<file path="src/rtl/mem_arbiter.sv">
// mem_arbiter: two-master (IFU, LSU) to one-slave memory arbiter with
// fixed LSU priority, one outstanding transaction and a WAIT watchdog.
//
// Ports:
//   clock, reset            sole clock (rising edge), sync active-high reset
//   ifu_reqValid/ifu_addr   fetch request, held until ifu_respValid
//   ifu_respValid/ifu_rdata one-cycle fetch response pulse and data
//   lsu_reqValid/lsu_addr/lsu_size/lsu_wen/lsu_wdata/lsu_wmask
//                           load/store request, held until lsu_respValid
//   lsu_respValid/lsu_rdata one-cycle load/store response pulse and data
//   mem_reqValid/mem_reqReady  request handshake towards memory
//   mem_addr/mem_size/mem_wen/mem_wdata/mem_wmask  latched request fields
//   mem_respValid/mem_rdata    memory response pulse and read data
//   bus_err                 one-cycle pulse with a watchdog error response
module mem_arbiter #(
    parameter int unsigned TIMEOUT  = 255,
    parameter logic [31:0] ERR_DATA = 32'hDEAD_BEEF
) (
    input  logic        clock,
    input  logic        reset,
    input  logic        ifu_reqValid,
    input  logic [31:0] ifu_addr,
    output logic        ifu_respValid,
    output logic [31:0] ifu_rdata,
    input  logic        lsu_reqValid,
    input  logic [31:0] lsu_addr,
    input  logic [1:0]  lsu_size,
    input  logic        lsu_wen,
    input  logic [31:0] lsu_wdata,
    input  logic [3:0]  lsu_wmask,
    output logic        lsu_respValid,
    output logic [31:0] lsu_rdata,
    output logic        mem_reqValid,
    input  logic        mem_reqReady,
    output logic [31:0] mem_addr,
    output logic [1:0]  mem_size,
    output logic        mem_wen,
    output logic [31:0] mem_wdata,
    output logic [3:0]  mem_wmask,
    input  logic        mem_respValid,
    input  logic [31:0] mem_rdata,
    output logic        bus_err
);

    localparam logic [7:0] TMO = 8'(TIMEOUT);

    typedef enum logic [1:0] {
        IDLE  = 2'd0,
        ISSUE = 2'd1,
        WAIT  = 2'd2,
        RESP  = 2'd3
    } state_t;

    state_t      state;
    state_t      state_next;
    logic        owner_lsu;
    logic [7:0]  cnt;
    logic        finish;
    logic [31:0] resp_data;

    // A real response in the same cycle as the timeout wins.
    assign finish    = mem_respValid || (cnt == TMO);
    assign resp_data = mem_respValid ? mem_rdata : ERR_DATA;

    // State register
    always_ff @(posedge clock) begin
        if (reset) begin
            state <= IDLE;
        end else begin
            state <= state_next;
        end
    end

    // Next-state logic
    always_comb begin
        state_next = state;
        unique case (state)
            IDLE: begin
                if (lsu_reqValid || ifu_reqValid) begin
                    state_next = ISSUE;
                end
            end
            ISSUE: begin
                if (mem_reqReady) begin
                    state_next = WAIT;
                end
            end
            WAIT: begin
                if (finish) begin
                    state_next = RESP;
                end
            end
            RESP: begin
                state_next = IDLE;
            end
        endcase
    end

    // Outputs decode only from registers, never from inputs.
    always_comb begin
        mem_reqValid  = (state == ISSUE);
        ifu_respValid = (state == RESP) && !owner_lsu;
        lsu_respValid = (state == RESP) && owner_lsu;
    end

    // Request latch, watchdog counter and response data
    always_ff @(posedge clock) begin
        if (reset) begin
            owner_lsu <= 1'b0;
            cnt       <= 8'd0;
            bus_err   <= 1'b0;
            mem_addr  <= 32'd0;
            mem_size  <= 2'd0;
            mem_wen   <= 1'b0;
            mem_wdata <= 32'd0;
            mem_wmask <= 4'd0;
            ifu_rdata <= 32'd0;
            lsu_rdata <= 32'd0;
        end else begin
            unique case (state)
                IDLE: begin
                    if (lsu_reqValid) begin
                        owner_lsu <= 1'b1;
                        mem_addr  <= lsu_addr;
                        mem_size  <= lsu_size;
                        mem_wen   <= lsu_wen;
                        mem_wdata <= lsu_wdata;
                        mem_wmask <= lsu_wmask;
                    end else if (ifu_reqValid) begin
                        // Fetches are always full-word reads.
                        owner_lsu <= 1'b0;
                        mem_addr  <= ifu_addr;
                        mem_size  <= 2'b10;
                        mem_wen   <= 1'b0;
                        mem_wdata <= 32'd0;
                        mem_wmask <= 4'd0;
                    end
                end
                ISSUE: begin
                    if (mem_reqReady) begin
                        cnt <= 8'd0;
                    end
                end
                WAIT: begin
                    cnt <= cnt + 8'd1;
                    if (finish) begin
                        if (owner_lsu) begin
                            lsu_rdata <= resp_data;
                        end else begin
                            ifu_rdata <= resp_data;
                        end
                        bus_err <= !mem_respValid;
                    end
                end
                RESP: begin
                    bus_err <= 1'b0;
                end
            endcase
        end
    end

endmodule

</file>
<file path="config.mk">
export PLATFORM = sky130hd
export DESIGN_NAME = mem_arbiter
export DESIGN_NICKNAME = d
export VERILOG_FILES = /design/src/rtl/mem_arbiter.sv
export SDC_FILE = /design/constraint.sdc
export NUM_CORES = 1
export LEC_CHECK = 0
export ABC_AREA = 1
export CORE_UTILIZATION = 38
export CTS_CLUSTER_SIZE = 10
export DETAILED_ROUTE_END_ITERATION = 12
export PLACE_DENSITY_LB_ADDON = 0.1
export SYNTH_ARGS = -nofsm -noshare
export SYNTH_HDL_FRONTEND = slang
export SYNTH_SLANG_ARGS = --single-unit
</file>
<file path="constraint.sdc">
create_clock -name clock -period 1.57 [get_ports clock]
set_input_delay 0.157 -clock clock [delete_from_list [all_inputs] [get_ports clock]]
set_output_delay 0.157 -clock clock [all_outputs]
set_load 0.02 [all_outputs]
</file>
==> tab_implementation.tex <==
\begin{tabular}{lr}
\hline
Metric & Value \\
\hline
\multicolumn{2}{l}{\textbf{Clock network}} \\
Number of buffers inserted for hold repair after clock tree synthesis & 0 \\
Cell at the root of the clock tree & sky130\_fd\_sc\_hd\_\_clkbuf\_16 \\
TritonCTS clock tree & done \\
CTS H-tree lvls & 4 \\
Clock buffer count from CTS & 17 \\
CTS max path bufs & 2 \\
Clock latency on the worst-skew pair & 0.42 ns \\
Clock sinks & 147 \\
Clock-pin slew of the registers on the worst-case setup and hold paths & 0.06 ns \\
\multicolumn{2}{l}{\textbf{Timing}} \\
Max-slew headroom at the worst pin & 0.672 \\
Setup slack after layout & 0.0186 ns \\
Final Hold Slack & 0.0733 ns \\
Count of final setup violators & 0 \\
Unrepaired setup endpoints after global routing & yes \\
Number of slew-limit violations in the final report & 0 \\
Setup clock skew after layout & 0.00650 ns \\
Fmax & 645 MHz \\
Clock period minus final worst setup slack & 1.55 ns \\
Part of the cycle the worst path needs & 0.988 \\
Number of hold violations in the final report & 0 \\
Least-Margin Pin Slew & 0.491 ns \\
\multicolumn{2}{l}{\textbf{Final layout}} \\
Layout overhead on the synthesized area & 62.9\% \\
Share of final-layout standard cells stronger than drive strength 1 & 0.0774 \\
Fill count & 1469 \\
Final net count & 1284 \\
Post-layout utilization of the core & 0.638 \\
Number of diodes added for antenna fixing & 0 \\
Count of placed standard cells in the final layout, fillers left out & 1366 \\
\multicolumn{2}{l}{\textbf{Placement}} \\
Dpl ws & 0.0423 ns \\
Detailed placement HPWL & 13.5 mm \\
Placed Cells & 1330 \\
Total of buffers placed on input and output ports & 279 \\
Placer Congestion & 0.775 \\
\multicolumn{2}{l}{\textbf{GRT}} \\
Number of antenna violations at the first check in global routing & 0 \\
First-pass GRT wire length & 29.6 mm \\
Total Routing Usage GR & 0.224 \\
Via count of the first global-routing pass & 5905 \\
Total congestion overflow after global routing & 0 \\
Largest net degree at the start of global routing & 65 \\
\multicolumn{2}{l}{\textbf{Die}} \\
Core Box Area & 15900 sq um \\
Cell row count & 46 \\
Area of the die & 16900 sq um \\
Die H & 130 um \\
I/O pin cnt & 280 \\
Initial core utilization & 0.391 \\
Horizontal die dimension & 130 um \\
\multicolumn{2}{l}{\textbf{Job}} \\
Number of violations of the max-capacitance limit & 0 \\
\multicolumn{2}{l}{\textbf{Critical path}} \\
Total stage count of the critical path & 1 \\
Buf+Inv Stages, Crit Path & 1 \\
Crit-path max cell delay & 0.63 ns \\
Start point of the critical path & ifu\_rdata[29]\$\_SDFFE\_PP0P\_ \\
R2R Path Start & state[0]\$\_SDFFE\_PP0P\_ \\
Last element of the critical path & ifu\_rdata[29] \\
Depth of the worst register-to-register path & 8 \\
Arr. time, crit path & 1.39 ns \\
Largest fanout on the critical path & 2 \\
Worst reg2reg setup slack & 0.09 ns \\
CP Capture Type & primary output \\
Reg-to-reg critical path endpoint & bus\_err\$\_SDFFE\_PP0P\_ \\
Worst Path Class, Setup & flop to primary output \\
Largest delay share family, worst path & buffers and inverters \\
Type of element launching the critical path & flop \\
Cell-by-cell trace of the critical path & clkdlybuf4s50\_1 \\
Slowest cell on the critical path & sky130\_fd\_sc\_hd\_\_clkdlybuf4s50\_1 \\
Required time at the endpoint of the critical path & 1.41 ns \\
\multicolumn{2}{l}{\textbf{Route}} \\
Iteration-0 DRC Markers & 331 \\
Via count & 6534 \\
Total detailed-routing wirelength & 19.6 mm \\
DRT antenna net count & 0 \\
Drt pass-1 iters & 4 \\
Routed length per placed instance & 14.4 um \\
Average vias per placed instance & 4.78 \\
Detailed-route DRC error count & 0 \\
\multicolumn{2}{l}{\textbf{Synthesis}} \\
Share of cell area taken by muxes after synthesis & 0 \\
Number of warnings reported in the yosys synthesis log & 0 \\
Mapped Avg Cell Area & 7.15 sq um \\
Share of the synthesized netlist area taken by xor and xnor gates & 0 \\
Dominant combinational cell family by area after synthesis & simple AND/OR/NAND/NOR gates \\
Dominant cell type by area after synthesis & sky130\_fd\_sc\_hd\_\_dfxtp\_1 \\
Adder-cell share of the synthesized area & 0.0120 \\
Post-synthesis cell type count & 25 \\
Sequential share of the synthesized area & 0.472 \\
Simple-gate share of the synthesized area & 0.257 \\
Net count after synthesis & 1020 \\
Share of the synthesized area in the top cell type & 0.472 \\
Complex-gate fraction of the synthesized area & 0.143 \\
Mapped Area & 6240 sq um \\
Synthesis-stage register bit count & 147 \\
Synthesized instance count & 873 \\
Top cells by area, synth & sky130\_fd\_sc\_hd\_\_dfxtp\_1 (47\%), sky130\_fd\_sc\_hd\_\_nand2\_1 (13\%), sky130\_fd\_sc\_hd\_\_a21oi\_1 (7.9\%), sky130\_fd\_sc\_hd\_\_inv\_1 (7.0\%), sky130\_fd\_sc\_hd\_\_nand4\_1 (5.7\%) \\
\multicolumn{2}{l}{\textbf{Hold path}} \\
Classification of the worst-slack hold path & input pin to flop \\
\multicolumn{2}{l}{\textbf{Status}} \\
Run status & complete, no violations \\
\multicolumn{2}{l}{\textbf{Power}} \\
Largest voltage drop on the vdd net & 0.849 mV \\
P per Cell Area & 1450 nW/um\^{}2 \\
Pleak & 4.70 nW \\
\hline
\end{tabular}
[cell usage after synthesis, drive strengths merged]
library cell,n
nor2,42
o21bai,1
buf,29
a21oi,99
clkbuf,39
a211oi,1
o21ai,36
ha,6
nand3,45
nand3b,1
inv,117
nor3,1
dfxtp,147
nand2,219
nand4,57
a31oi,32
and3,1
[worst min-delay path by stage]
stage / start / to / slack [ns] / cells past startpoint
finish: lsu_reqValid / mem_addr[25]$_SDFFE_PP0P_ / 0.07 / 3
global route: lsu_reqValid / mem_addr[25]$_SDFFE_PP0P_ / 0.1 / 3
CTS: lsu_reqValid / mem_addr[25]$_SDFFE_PP0P_ / 0.07 / 3
detailed placement: ifu_rdata[23]$_SDFFE_PP0P_ / ifu_rdata[23]$_SDFFE_PP0P_ / 0.43 / 2
global placement: ifu_rdata[23]$_SDFFE_PP0P_ / ifu_rdata[23]$_SDFFE_PP0P_ / 0.43 / 2
floorplan: lsu_size[1] / mem_size[1]$_SDFFE_PP0P_ / 0.29 / 2
[routing by layer]
| layer | up-vias | wire length [um] | global-route usage |
|---|---|---|---|
| met1 | 2934 | 7950 | 0.253 |
| met4 | 0 | 292 | 0.0725 |
| met2 | 216 | 9690 | 0.389 |
| li1 | 3363 | - | - |
| met3 | 21 | 1700 | 0.0845 |
| met5 | - | 0 | 0 |
[what timing repair did]
action	4_1_cts	5_1_grt
pin swaps	0	2
endpoints found under the hold margin	0	0
cloned	0	2
buffers inserted	0	2
setup endpoints to repair	10	140
resized for setup	20	52
[flip-flops by register name (all words and copies together) (netlist names)]
| name | cells |
|---|---|
| bus_err | 1 |
| cnt | 8 |
| ifu_rdata | 32 |
| lsu_rdata | 32 |
| mem_addr | 32 |
| mem_size | 2 |
| mem_wdata | 32 |
| mem_wen | 1 |
| mem_wmask | 4 |
| owner_lsu | 1 |
| state | 2 |
[area by class of cell]
type	count	area (sq um)	share of cell area
Clock inverter	13	158	0.0155
Tap cell	216	270	0.0266
Clock buffer	19	443	0.0436
Sequential cell	147	2950	0.290
Timing Repair Buffer	313	3290	0.323
Inverter	117	442	0.0435
Multi-Input combinational cell	541	2620	0.258
[kinds of logic after synthesis]
kind of cell | after synthesis
AO/OA/AOI/OAI | 169
adder cells (fa/ha/maj) | 6
buffers and inverters | 185
flip-flops | 147
AND/OR/NAND/NOR | 366
[cell usage in the layout, fill, tap and decap left out, types with 32 or more instances in the layout]
master,instances
sky130_fd_sc_hd__clkdlybuf4s50_1,227
sky130_fd_sc_hd__nand3_1,43
sky130_fd_sc_hd__nand2_1,217
sky130_fd_sc_hd__dfxtp_1,142
sky130_fd_sc_hd__a21oi_1,99
sky130_fd_sc_hd__nand4_1,57
sky130_fd_sc_hd__a31oi_1,32
sky130_fd_sc_hd__nor2_1,39
sky130_fd_sc_hd__o21ai_0,33
sky130_fd_sc_hd__dlymetal6s2s_1,39
sky130_fd_sc_hd__inv_1,115
[report_power, final]
group	switching (W)	internal (W)	leakage, nW	total, W
sequential	0.000351	0.00442	1.20	0.00477
combinational	0.00323	0.00256	3.22	0.00580
clock	0.00163	0.00254	0.286	0.00417
[metrics by stage]
| step | cell area [sq um] | total power, W | TNS, ns |
|---|---|---|---|
| final | 10200 | 0.0147 | 0 |
| after global routing | 10200 | 0.0155 | -0.138 |
| after CTS | 9970 | 0.0146 | 0 |
| after detailed placement | 9380 | 0.0105 | 0 |
| after global placement | 9380 | 0.0105 | 0 |
| after floorplan | 6240 | 0.00779 | 0 |
(Power assumes the default switching activity.)
